### src/rtl/sram_wb_port.sv
// Wishbone classic 16-bit slave bridged onto the SDRAM controller's edge-strobed request port.
// Optional macro SRAM_WB_POST_WRITE_EN: writes ack at acceptance and finish in the background.

module sram_wb_port #(
  parameter int GUARD_CYCLES = 2,
  parameter int TIMEOUT      = 1023
) (
  input  logic        clk,
  input  logic        init,
  input  logic        wb_cyc_i,
  input  logic        wb_stb_i,
  input  logic        wb_we_i,
  input  logic [1:0]  wb_sel_i,
  input  logic [23:0] wb_adr_i,
  input  logic [15:0] wb_dat_i,
  output logic [15:0] wb_dat_o,
  output logic        wb_ack_o,
  output logic        wb_err_o,
  output logic [24:0] mem_addr,
  output logic [15:0] mem_din,
  output logic [1:0]  mem_wtbt,
  output logic        mem_we,
  output logic        mem_rd,
  input  logic [15:0] mem_dout,
  input  logic        mem_ready
);

`ifdef SRAM_WB_POST_WRITE_EN
  localparam bit POST_WRITE = 1'b1;
`else
  localparam bit POST_WRITE = 1'b0;
`endif

  localparam logic [3:0] GUARD_LAST   = 4'(GUARD_CYCLES - 1);
  localparam logic [9:0] TIMEOUT_LAST = 10'(TIMEOUT - 1);

  typedef enum logic [1:0] {
    ST_IDLE  = 2'd0,
    ST_GUARD = 2'd1,
    ST_WAIT  = 2'd2,
    ST_ACK   = 2'd3
  } state_t;

  state_t      state_r, state_s;
  logic [3:0]  guard_cnt_r, guard_cnt_s;
  logic [9:0]  to_cnt_r, to_cnt_s;
  logic        posted_r, posted_s;
  logic        err_pend_r, err_pend_s;
  logic        req_s;
  logic [24:0] addr_s;
  logic [15:0] din_s;
  logic [15:0] dat_s;
  logic [1:0]  wtbt_s;
  logic        rd_s, we_s, ack_s, err_s;

  // Next-state and next-output computation for every register in the block.
  always_comb begin
    state_s     = state_r;
    guard_cnt_s = guard_cnt_r;
    to_cnt_s    = to_cnt_r;
    posted_s    = posted_r;
    err_pend_s  = err_pend_r;
    addr_s      = mem_addr;
    din_s       = mem_din;
    wtbt_s      = mem_wtbt;
    dat_s       = wb_dat_o;
    rd_s        = mem_rd;
    we_s        = mem_we;
    ack_s       = 1'b0;
    err_s       = 1'b0;
    // a terminating pulse on the bus must not be mistaken for a new request
    req_s       = wb_cyc_i & wb_stb_i & ~wb_ack_o & ~wb_err_o;

    case (state_r)
      ST_IDLE: begin
        if (req_s && err_pend_r) begin
          err_s      = 1'b1;
          err_pend_s = 1'b0;
        end else if (req_s) begin
          addr_s = {wb_adr_i, 1'b0};
          din_s  = wb_dat_i;
          wtbt_s = wb_sel_i;
          if (wb_we_i && (wb_sel_i == 2'b00)) begin
            ack_s   = 1'b1;
            state_s = ST_ACK;
          end else begin
            we_s        = wb_we_i;
            rd_s        = ~wb_we_i;
            guard_cnt_s = 4'd0;
            to_cnt_s    = 10'd0;
            state_s     = ST_GUARD;
            if (POST_WRITE && wb_we_i) begin
              ack_s    = 1'b1;
              posted_s = 1'b1;
            end else begin
              posted_s = 1'b0;
            end
          end
        end else begin
          state_s = ST_IDLE;
        end
      end
      ST_GUARD: begin
        // the controller may still be showing ready from the previous access
        if (guard_cnt_r == GUARD_LAST) begin
          state_s = ST_WAIT;
        end else begin
          guard_cnt_s = guard_cnt_r + 4'd1;
        end
      end
      ST_WAIT: begin
        if (mem_ready) begin
          rd_s     = 1'b0;
          we_s     = 1'b0;
          state_s  = ST_ACK;
          ack_s    = wb_cyc_i & ~posted_r;
          posted_s = 1'b0;
          if (mem_rd) begin
            dat_s = mem_dout;
          end else begin
            dat_s = wb_dat_o;
          end
        end else if (to_cnt_r == TIMEOUT_LAST) begin
          rd_s     = 1'b0;
          we_s     = 1'b0;
          state_s  = ST_IDLE;
          posted_s = 1'b0;
          if (posted_r) begin
            err_pend_s = 1'b1;
          end else begin
            err_s = 1'b1;
          end
        end else begin
          to_cnt_s = to_cnt_r + 10'd1;
        end
      end
      ST_ACK: begin
        state_s = ST_IDLE;
      end
      default: begin
        state_s = ST_IDLE;
      end
    endcase
  end

  // State and registered outputs; init clears everything asynchronously.
  always_ff @(posedge clk or posedge init) begin
    if (init) begin
      state_r     <= ST_IDLE;
      guard_cnt_r <= 4'd0;
      to_cnt_r    <= 10'd0;
      posted_r    <= 1'b0;
      err_pend_r  <= 1'b0;
      mem_addr    <= 25'd0;
      mem_din     <= 16'd0;
      mem_wtbt    <= 2'b00;
      wb_dat_o    <= 16'd0;
      mem_rd      <= 1'b0;
      mem_we      <= 1'b0;
      wb_ack_o    <= 1'b0;
      wb_err_o    <= 1'b0;
    end else begin
      state_r     <= state_s;
      guard_cnt_r <= guard_cnt_s;
      to_cnt_r    <= to_cnt_s;
      posted_r    <= posted_s;
      err_pend_r  <= err_pend_s;
      mem_addr    <= addr_s;
      mem_din     <= din_s;
      mem_wtbt    <= wtbt_s;
      wb_dat_o    <= dat_s;
      mem_rd      <= rd_s;
      mem_we      <= we_s;
      wb_ack_o    <= ack_s;
      wb_err_o    <= err_s;
    end
  end

endmodule
### config.mk
export PLATFORM = sky130hd
export DESIGN_NAME = sram_wb_port
export DESIGN_NICKNAME = d
export VERILOG_FILES = /design/src/rtl/sram_wb_port.sv
export SDC_FILE = /design/constraint.sdc
export NUM_CORES = 1
export LEC_CHECK = 0
export CORE_AREA = 2 2 111 70
export CTS_BUF_LIST = sky130_fd_sc_hd__clkbuf_4 sky130_fd_sc_hd__clkbuf_8
export CTS_CLUSTER_SIZE = 16
export DETAILED_ROUTE_END_ITERATION = 8
export DIE_AREA = 0 0 113 72
export GPL_ROUTABILITY_DRIVEN = 1
export PLACE_DENSITY = 0.86
export SYNTH_ARGS = -nofsm -noshare
export SYNTH_HDL_FRONTEND = slang
export SYNTH_SLANG_ARGS = --single-unit
### constraint.sdc
create_clock -name clk -period 6 [get_ports clk]
set_clock_uncertainty 0.1 [all_clocks]
set_input_delay 0.9 -clock clk [delete_from_list [all_inputs] [get_ports clk]]
set_output_delay 0.9 -clock clk [all_outputs]
set_load 0.01 [all_outputs]
==> results_dict.tcl <==
set metrics [dict create \
    postCtsSetupRepairBufs 0 \
    synth_top_flop_cell "dfrtp_1" \
    cts_buffers 9 \
    power_density_nw_per_um2 480.6 \
    min_period_ns 3.097 \
    synthesis.nets 315 \
    finalPower_uw 2373 \
    drtAntennaViolNets 0 \
    critPathMaxStageDelay_ns 0.95 \
    htreeDepth 3 \
    multi_input_area_um2 1328 \
    syn_inst 247 \
    cts_tree "yes" \
    fin_crit_sh 0.5162 \
    drtPass1Iterations 6 \
    grt_usage 0.2054 \
    r2r-start "state_r[1]$_DFFE_PP0P_" \
    ir_drop_mv 0.2409 \
    slew_viol_final 0 \
    yosys_warnings 0 \
    endpoint "mem_addr[14]$_DFFE_PP0P_" \
    first_iter_violations 125 \
    timing.setup.tns_ns 0 \
    critPathKind "in -> reg" \
    setup_ws_ns 2.903 \
    path_delay_family "simple AND/OR/NAND/NOR gates" \
    placed_area_um2 4703 \
    initial_utilization 0.4769 \
    synthToLayoutAreaGrowth_pct 46.09 \
    holdWs_ns 0.3918 \
    ys_ff_latch 79 \
    antenna_found_initial 0 \
    fin_nets 442 \
    min_from "to_cnt_r[9]$_DFFE_PP0P_" \
    synth.distinct_cells 43 \
    cts_hold_buf 0 \
    overflow 0 \
    crit_chain "clkdlybuf4s50_1, nand4bb_4, nand2b_1, nor2_4, mux2_2" \
    synth_top_area_frac 0.5850 \
    path_buf_inv 1 \
    wire_per_inst_um 16.65 \
    synth.area.top_cells "dfrtp_1, mux2_2, ha_1" \
    seq_area_frac_synth 0.5850 \
    critPathLaunchType "input pin" \
    path_max_fanout 45 \
    hold_viol 0 \
    finalSetupViolations 0 \
    regToRegSetupSlack_ns 3.35 \
    register_area_um2 1977 \
    cts.sinks 79 \
    final_area_um2 4937 \
    cp_num_cells 5 \
    violations "design-rule violations" \
    status "complete, but fails checks" \
    arrival_ns 3.22 \
    port_buffers 125 \
    cp.required_ns 6.12 \
    preCtsSetupSlack_ns 2.520 \
    die_w_um 113 \
    maxSlewHeadroom 0.1704 \
    synth-edff-count 0 \
    ys_top_cells_by_count "dfrtp_1, mux2_2, nand2_1" \
    hp-class "reg -> reg" \
    grt_setup_unrepaired "false" \
    num_io_pins 127 \
    grt_pass1_wl_um 12770 \
    drive_above_1_share 0.2222 \
    cts_resized 0 \
    worstMarginPinSlew_ns 1.242 \
    wl_um 7808 \
    dr_total_vias 2477 \
    slowest_stage "nor2_4" \
    cp-startpoint "wb_cyc_i" \
    fp-row-count 24 \
    ys_async_sr_fraction 1.000 \
    grt_pass1_vias 2572 \
    die_y_um 72 \
    yosysTopAreaCell "dfrtp_1" \
    yosys.cell_count.top_type "dfrtp_1" \
    syn-cell-area_um2 3379 \
    clkLatencyLatePin_ns 0.34 \
    route.detailed.drc 5 \
    path_clk_slew_ns 0.07 \
    vias_per_cell 5.281 \
    hpwlAfterDp_um 5736 \
    place_congestion 0.8403 \
    cap_viol_max_count 0 \
    syn_area_per_cell_um2 13.68 \
    end_kind "flop" \
    ff2ff_path_depth 3 \
    coreArea_um2 7087 \
    cts.path.max_buffers 2 \
    fmax_mhz 322.9 \
    r2r_end "wb_dat_o[5]$_DFFE_PP0P_" \
    cts_root_buffer "clkbuf_8" \
    antenna_cells 0 \
    p_leak_uw 0.002080 \
    grt_max_degree 49 \
    die-area_um2 8136 \
    fillers 507 \
]
[cells in the final DEF, fill, tap and decap left out, types with 5 or more instances in the layout]
cell type / Yosys / routed
a21oi_1: 5 / 5
clkbuf_8: 0 / 9
clkdlybuf4s50_1: 0 / 125
dfrtp_1: 79 / 79
inv_1: 7 / 6
mux2_2: 59 / 59
nand2_1: 9 / 9
nand3_1: 7 / 7
nor2_1: 6 / 6
nor3_1: 7 / 7
[metrics by stage]
| step | utilization | std cells |
|---|---|---|
| floorplan | - | 247 |
| global placement | 0.6637 | 454 |
| detailed placement | 0.6637 | 454 |
| CTS | 0.6967 | 469 |
| global route | 0.6967 | 469 |
| finish | 0.6967 | 469 |
[worst min-delay path by stage]
stage,endpoint,slack [ns],depth (start not counted)
after floorplan,to_cnt_r[9]$_DFFE_PP0P_,0.35,1
after global placement,to_cnt_r[9]$_DFFE_PP0P_,0.38,1
after detailed placement,to_cnt_r[9]$_DFFE_PP0P_,0.38,1
after CTS,to_cnt_r[9]$_DFFE_PP0P_,0.39,1
after global routing,to_cnt_r[9]$_DFFE_PP0P_,0.41,1
final,to_cnt_r[9]$_DFFE_PP0P_,0.39,1
[logic make-up (layout without fill, tap and decap cells)]
kind of cell / Yosys count / in the layout / share of synthesized area
compound gates: 41 / 41 / 0.1007
fa+ha+maj: 4 / 4 / 0.01481
buf+inv: 17 / 148 / 0.02369
flops: 79 / 79 / 0.5850
mux: 59 / 59 / 0.1966
other cells: 1 / 1 / 0.001110
simple gates: 46 / 46 / 0.07812
[metal layers]
layer,GRT usage,vias to the layer above,part of all wire
met2,0.3107,100,0.46
li1,-,1162,-
met1,0.2564,1209,0.43
met3,0.1078,6,0.10
met5,0,-,0
met4,0.07046,0,0.0095
[registers in the layout, summed over array words and instances, names as in the netlist, 2 cells and up]
signal	count
mem_wtbt	2
to_cnt_r	10
wb_dat_o	16
mem_din	16
state_r	2
guard_cnt_r	4
mem_addr	24
[final cells by class]
class | count | area share
Timing Repair Buffer | 126 | 0.2549
Clock inverter | 4 | 0.01926
Sequential cell | 79 | 0.4004
Inverter | 7 | 0.005322
Clock buffer | 11 | 0.02813
Multi-Input combinational cell | 151 | 0.2689
Tap cell | 91 | 0.02306
[where the power goes]
group          switching (uW)  internal [uW]  total, uW
clock network             180            283        463
registers                 156            759        915
logic                     380            614        994
total                     717           1660       2370
Power figures use the tool's default switching activity.
